File: config.mk
export PLATFORM = sky130hd
export DESIGN_NAME = char_buffer_reader
export DESIGN_NICKNAME = d
export VERILOG_FILES = /design/src/rtl/char_buffer_reader.sv
export SDC_FILE = /design/constraint.sdc
export NUM_CORES = 1
export LEC_CHECK = 0
export BUFFER_PORTS_ARGS = -buffer_cell sky130_fd_sc_hd__buf_2
export CORE_MARGIN = 1.5
export CORE_UTILIZATION = 35
export CTS_BUF_LIST = sky130_fd_sc_hd__clkbuf_4 sky130_fd_sc_hd__clkbuf_8
export DETAILED_ROUTE_END_ITERATION = 16
export HOLD_SLACK_MARGIN = 0.03
export PLACE_DENSITY = 0.61
export RECOVER_POWER = 25
export SLEW_MARGIN = 20
export SYNTH_ARGS = -nofsm -noshare
export SYNTH_HDL_FRONTEND = slang
export SYNTH_SLANG_ARGS = --single-unit
File: constraint.sdc
create_clock -name clock -period 3.5 [get_ports clock]
set_input_delay 0.175 -clock clock [delete_from_list [all_inputs] [get_ports clock]]
set_output_delay 0.175 -clock clock [all_outputs]
set_load 0.01 [all_outputs]
File: src/rtl/char_buffer_reader.sv
// char_buffer_reader
// Streams the character buffer region of data RAM (BUF_LEN entries starting at
// word BASE_ADDR) out one byte at a time over a valid/ready interface.
// Exactly one RAM read is in flight at a time: request, wait one cycle for the
// data, then present the byte until the sink takes it.
//
// Ports:
//   clock, reset      : clock and asynchronous active-low reset
//   start             : one-cycle pulse, begins a pass when idle
//   mem_gnt           : RAM read port granted this cycle
//   mem_rd_en/mem_addr: RAM read request and word address
//   mem_rdata         : RAM read data, valid the cycle after an accepted request
//   char_data/char_valid/char_ready : byte stream towards the display/UART
//   row_last          : presented byte is the last of a ROW_LEN row
//   busy              : pass in progress
//   done              : one-cycle pulse after the final byte is accepted
//
// Optional feature macro: NUL_STOP_EN
//   defined   -> a 0x00 byte ends the pass without being presented
//   undefined -> every one of BUF_LEN bytes is streamed, NULs included
module char_buffer_reader #(
  parameter int unsigned BASE_ADDR = 1500,
  parameter int unsigned BUF_LEN   = 108,
  parameter int unsigned ROW_LEN   = 12,
  parameter int unsigned ADDR_W    = 12
) (
  input  logic              clock,
  input  logic              reset,
  input  logic              start,
  input  logic              mem_gnt,
  output logic              mem_rd_en,
  output logic [ADDR_W-1:0] mem_addr,
  input  logic [31:0]       mem_rdata,
  output logic [7:0]        char_data,
  output logic              char_valid,
  input  logic              char_ready,
  output logic              row_last,
  output logic              busy,
  output logic              done
);

  localparam int unsigned       RC_W     = (ROW_LEN > 1) ? $clog2(ROW_LEN) : 1;
  localparam logic [ADDR_W-1:0] LAST_IDX = ADDR_W'(BUF_LEN - 1);
  localparam logic [RC_W-1:0]   LAST_COL = RC_W'(ROW_LEN - 1);
  localparam logic [ADDR_W-1:0] BASE     = ADDR_W'(BASE_ADDR);

  typedef enum logic [2:0] {
    S_IDLE  = 3'd0,
    S_ISSUE = 3'd1,
    S_WAIT  = 3'd2,
    S_OUT   = 3'd3,
    S_FIN   = 3'd4
  } state_e;

  state_e            state_q, state_d;
  logic [ADDR_W-1:0] index_q, index_d;
  logic [RC_W-1:0]   row_col_q, row_col_d;
  logic [7:0]        char_data_q, char_data_d;
  logic              row_last_q, row_last_d;
  logic              mem_rd_en_q, mem_rd_en_d;
  logic [ADDR_W-1:0] mem_addr_q, mem_addr_d;
  logic              char_valid_q, char_valid_d;
  logic              busy_q, busy_d;
  logic              done_q, done_d;

  logic accept_c;
  logic nul_c;
  logic unused_rdata_c;

  assign accept_c       = char_valid_q && char_ready;
  assign unused_rdata_c = ^mem_rdata[31:8];

`ifdef NUL_STOP_EN
  assign nul_c = (mem_rdata[7:0] == 8'h00);
`else
  assign nul_c = 1'b0;
`endif

  // State, datapath and output registers
  always_ff @(posedge clock or negedge reset) begin
    if (!reset) begin
      state_q      <= S_IDLE;
      index_q      <= '0;
      row_col_q    <= '0;
      char_data_q  <= '0;
      row_last_q   <= 1'b0;
      mem_rd_en_q  <= 1'b0;
      mem_addr_q   <= '0;
      char_valid_q <= 1'b0;
      busy_q       <= 1'b0;
      done_q       <= 1'b0;
    end else begin
      state_q      <= state_d;
      index_q      <= index_d;
      row_col_q    <= row_col_d;
      char_data_q  <= char_data_d;
      row_last_q   <= row_last_d;
      mem_rd_en_q  <= mem_rd_en_d;
      mem_addr_q   <= mem_addr_d;
      char_valid_q <= char_valid_d;
      busy_q       <= busy_d;
      done_q       <= done_d;
    end
  end

  // Next state plus index/column/byte capture
  always_comb begin
    state_d     = state_q;
    index_d     = index_q;
    row_col_d   = row_col_q;
    char_data_d = char_data_q;
    row_last_d  = row_last_q;
    case (state_q)
      S_IDLE: begin
        if (start) begin
          index_d   = '0;
          row_col_d = '0;
          state_d   = S_ISSUE;
        end
      end
      S_ISSUE: begin
        if (mem_gnt) state_d = S_WAIT;
      end
      S_WAIT: begin
        if (nul_c) begin
          state_d = S_FIN;
        end else begin
          char_data_d = mem_rdata[7:0];
          row_last_d  = (row_col_q == LAST_COL);
          state_d     = S_OUT;
        end
      end
      S_OUT: begin
        if (accept_c) begin
          row_col_d = (row_col_q == LAST_COL) ? '0 : RC_W'(row_col_q + 1'b1);
          if (index_q == LAST_IDX) begin
            state_d = S_FIN;
          end else begin
            index_d = ADDR_W'(index_q + 1'b1);
            state_d = S_ISSUE;
          end
        end
      end
      S_FIN:   state_d = S_IDLE;
      default: state_d = S_IDLE;
    endcase
  end

  // Outputs decoded from the upcoming state so they register in step with it
  always_comb begin
    mem_rd_en_d  = (state_d == S_ISSUE);
    mem_addr_d   = mem_addr_q;
    char_valid_d = (state_d == S_OUT);
    busy_d       = (state_d != S_IDLE);
    done_d       = (state_d == S_FIN);
    if (state_d == S_ISSUE) mem_addr_d = ADDR_W'(BASE + index_d);
  end

  assign mem_rd_en  = mem_rd_en_q;
  assign mem_addr   = mem_addr_q;
  assign char_data  = char_data_q;
  assign char_valid = char_valid_q;
  assign row_last   = row_last_q;
  assign busy       = busy_q;
  assign done       = done_q;

endmodule

==> results.toml <==
[yosys]
synthesis.nets = 257
synth-compound-area-share_pct = 13.0
synth-edff-count = 0
yosys.area_share.simple_pct = 22.0
yosys-top-cells-area = "dfrtp_1 49%, nand2_1 5.1%, mux2_2 4.0%"
synthCells = 217
synth-xor-area-share_pct = 3.14
synth-seq-area-share_pct = 49.4
yosys.area.top_type = "dfrtp_1"
synthFlopType = "dfrtp_1"
synth.avg_cell_area_um2 = 10.3
ys_ff_latch = 44
muxShareOfSynthArea_pct = 7.19
synthAdderAreaFrac_pct = 1.68
yosysUniqueCellTypes = 46
yosysWarnings = 0
synth_top_family_by_area = "simple AND/OR/NAND/NOR gates"
netlist_area_um2 = 2230
synth_top_area_share_pct = 49.4
async_reset_ff_share_pct = 100

[cells_and_area]
instances_no_fill = 335
final_cell_mix = "44 x dfrtp_1, 36 x buf_2, 30 x nand2_1, 12 x inv_1, 11 x nor2_1"
syn_to_final_growth_pct = 17.0
post-route-util_pct = 43.3
drive_gt1_share_pct = 24.6
finalInstanceArea_um2 = 2610
n_antenna_cell = 0
final_nets = 299
final_common_cell = "dfrtp_1"

[clock_tree]
clock-sinks = 44
cts_setup_buffers = 0
clk_latency_ns = 0.29
cts_tree = "done"
clock_path_buffers = 2
htree_levels = 2
cts-buffers-inserted = 5
cts.clk_slew.worst_paths_ns = 0.08
cts-root-buf = "clkbuf_8"

[status]
status = "finished with violations"
violations = "capacitance limit, slew limit"

[worst_setup_path]
required_ns = 3.67
worstSetupPathType = "register to register"
cp.arrival_ns = 3.33
crit_fanout = 10
cp-end-kind = "register"
start_kind = "register"

[power]
p_leak_nw = 1.24
ir_drop_mv = 0.313
p_per_area_nw_per_um2 = 725
p_total_mw = 1.89

[sta]
timing.final.ws_setup_ns = 0.338
final_hold_viol_count = 0
fin_crit_ns = 3.16
fin_crit_sh_pct = 90.3
setup_viol = 0
fin_tns_setup_ns = 0
final_max_slew_viol_count = 45
skew_ns = 0.00408
rsz0062_at_grt = "no"
relSlewSlack_pct = -57.2
fmax_mhz = 316
holdWs_ns = 0.108
tightest_slew_ns = 2.36

[route]
first_iter_violations = 102
wirelength_um = 4480
routedWlPerCell_um = 13.4
drt_first_pass_iters = 4
vias = 1708
viasPerCell = 5.10
drc_errors = 0
detail-route-antenna-nets = 0

[floorplan]
dieWidth_um = 82.8
core_area_um2 = 6030
start_util_pct = 37.0
pin_count = 62
die_area_um2 = 6850
die_y_um = 82.8
std_cell_rows = 28

[worst_hold_path]
hp-class = "primary input to register"

[placement]
placed_area_um2 = 2500
place_ws_ns = 0.389
routabilityCongestion = 0.819
dp.cells = 326
hpwl_um = 3250
io_buffers = 37

[grt]
grt_pass1_wl_um = 7370
grt_pass1_vias = 1524
grt_use_total_pct = 14.3
antenna_found_initial = 0
grt.overflow.total = 0
grt_max_degree = 45

[job]
drv_cap = 1
critical path, cell delays in order, from the launching register on:
cell	delay [ns]
dfrtp_1	0.48
or4b_1	0.67
nand2_1	0.23
a21boi_0	0.17
or2_2	0.34
inv_1	0.07
ha_1	0.18
inv_1	0.04
o21ai_0	0.42
a31oi_1	0.18
xor2_1	0.20
o21ai_2	0.06
layer usage:
layer  track usage, %  wire length, um  up-vias  part of all wire, %
li1                 -                -      867                    -
met1             19.3             2100      802                   47
met2             22.8             2140       33                   48
met3             2.62              169        6                  3.8
met4             5.00               74        0                  1.7
met5                0                0        -                    0
report_power, final:
part	switching (mW)	internal, mW
clock network	0.165	0.177
registers	0.109	0.670
logic	0.438	0.333
total	0.713	1.18
sequential cells by signal, summed over array words and instances (netlist names):
signal and count:
char_data 8, row_col_q 4, busy 1, mem_addr 12
index_q 12, done 1, state_q 3, mem_rd_en 1
char_valid 1, row_last 1
final cells by class:
cell class / instances / area (um^2)
timing repair buffer: 42 / 224
multi-input combinational: 154 / 1050
sequential: 44 / 1100
tap: 75 / 93.8
clock buffer: 8 / 97.6
fill: 581 / 3420
inverter: 12 / 45.0
final timing paths:
kind                         startpoint      endpoint  slack [ns]  depth (start not counted)
min                        mem_rdata[0]  char_data[0]        0.11                          2
min reg2reg                 mem_addr[6]   mem_addr[6]        0.48                          2
min in group asynchronous         reset  char_data[6]        1.15                          2
max                          state_q[1]  mem_addr[10]        0.34                         11
max reg2reg                  state_q[1]  mem_addr[10]        0.34                         11
max in group asynchronous         reset   mem_addr[0]        1.02                          2
cell families after synthesis:
| logic type | Yosys count |
|---|---|
| xor gates and xnor gates | 8 |
| and+or+nand+nor | 90 |
| AOI/OAI and AO/OA | 38 |
| adders and majority gates | 3 |
| DFF | 44 |
| muxes | 15 |
| buffers and inverters | 19 |
cells in the mapped netlist (2+ instances only):
cell type and count:
a31oi_1 2, xnor2_1 5, xor2_1 3, nor2b_1 3, nor3_1 9, o21ai_1 3
o21ai_0 10, nand3_1 8, dfrtp_1 44, nor4_1 4, ha_1 3, nor2_1 11
mux2i_1 7, inv_1 12, nor4b_1 4, o31ai_1 5, nand2_1 30, mux2_2 8
buf_2 2, buf_4 2, a21oi_1 6, nand4_1 6, and3_1 4, clkbuf_1 3
o21a_1 2
timing repair:
item | CTS | global route
hold endpoints to repair | 0 | 44
resized for setup | 0 | 0
hold buffers | 0 | 1
No activity file was read; power rests on OpenSTA's default activity.
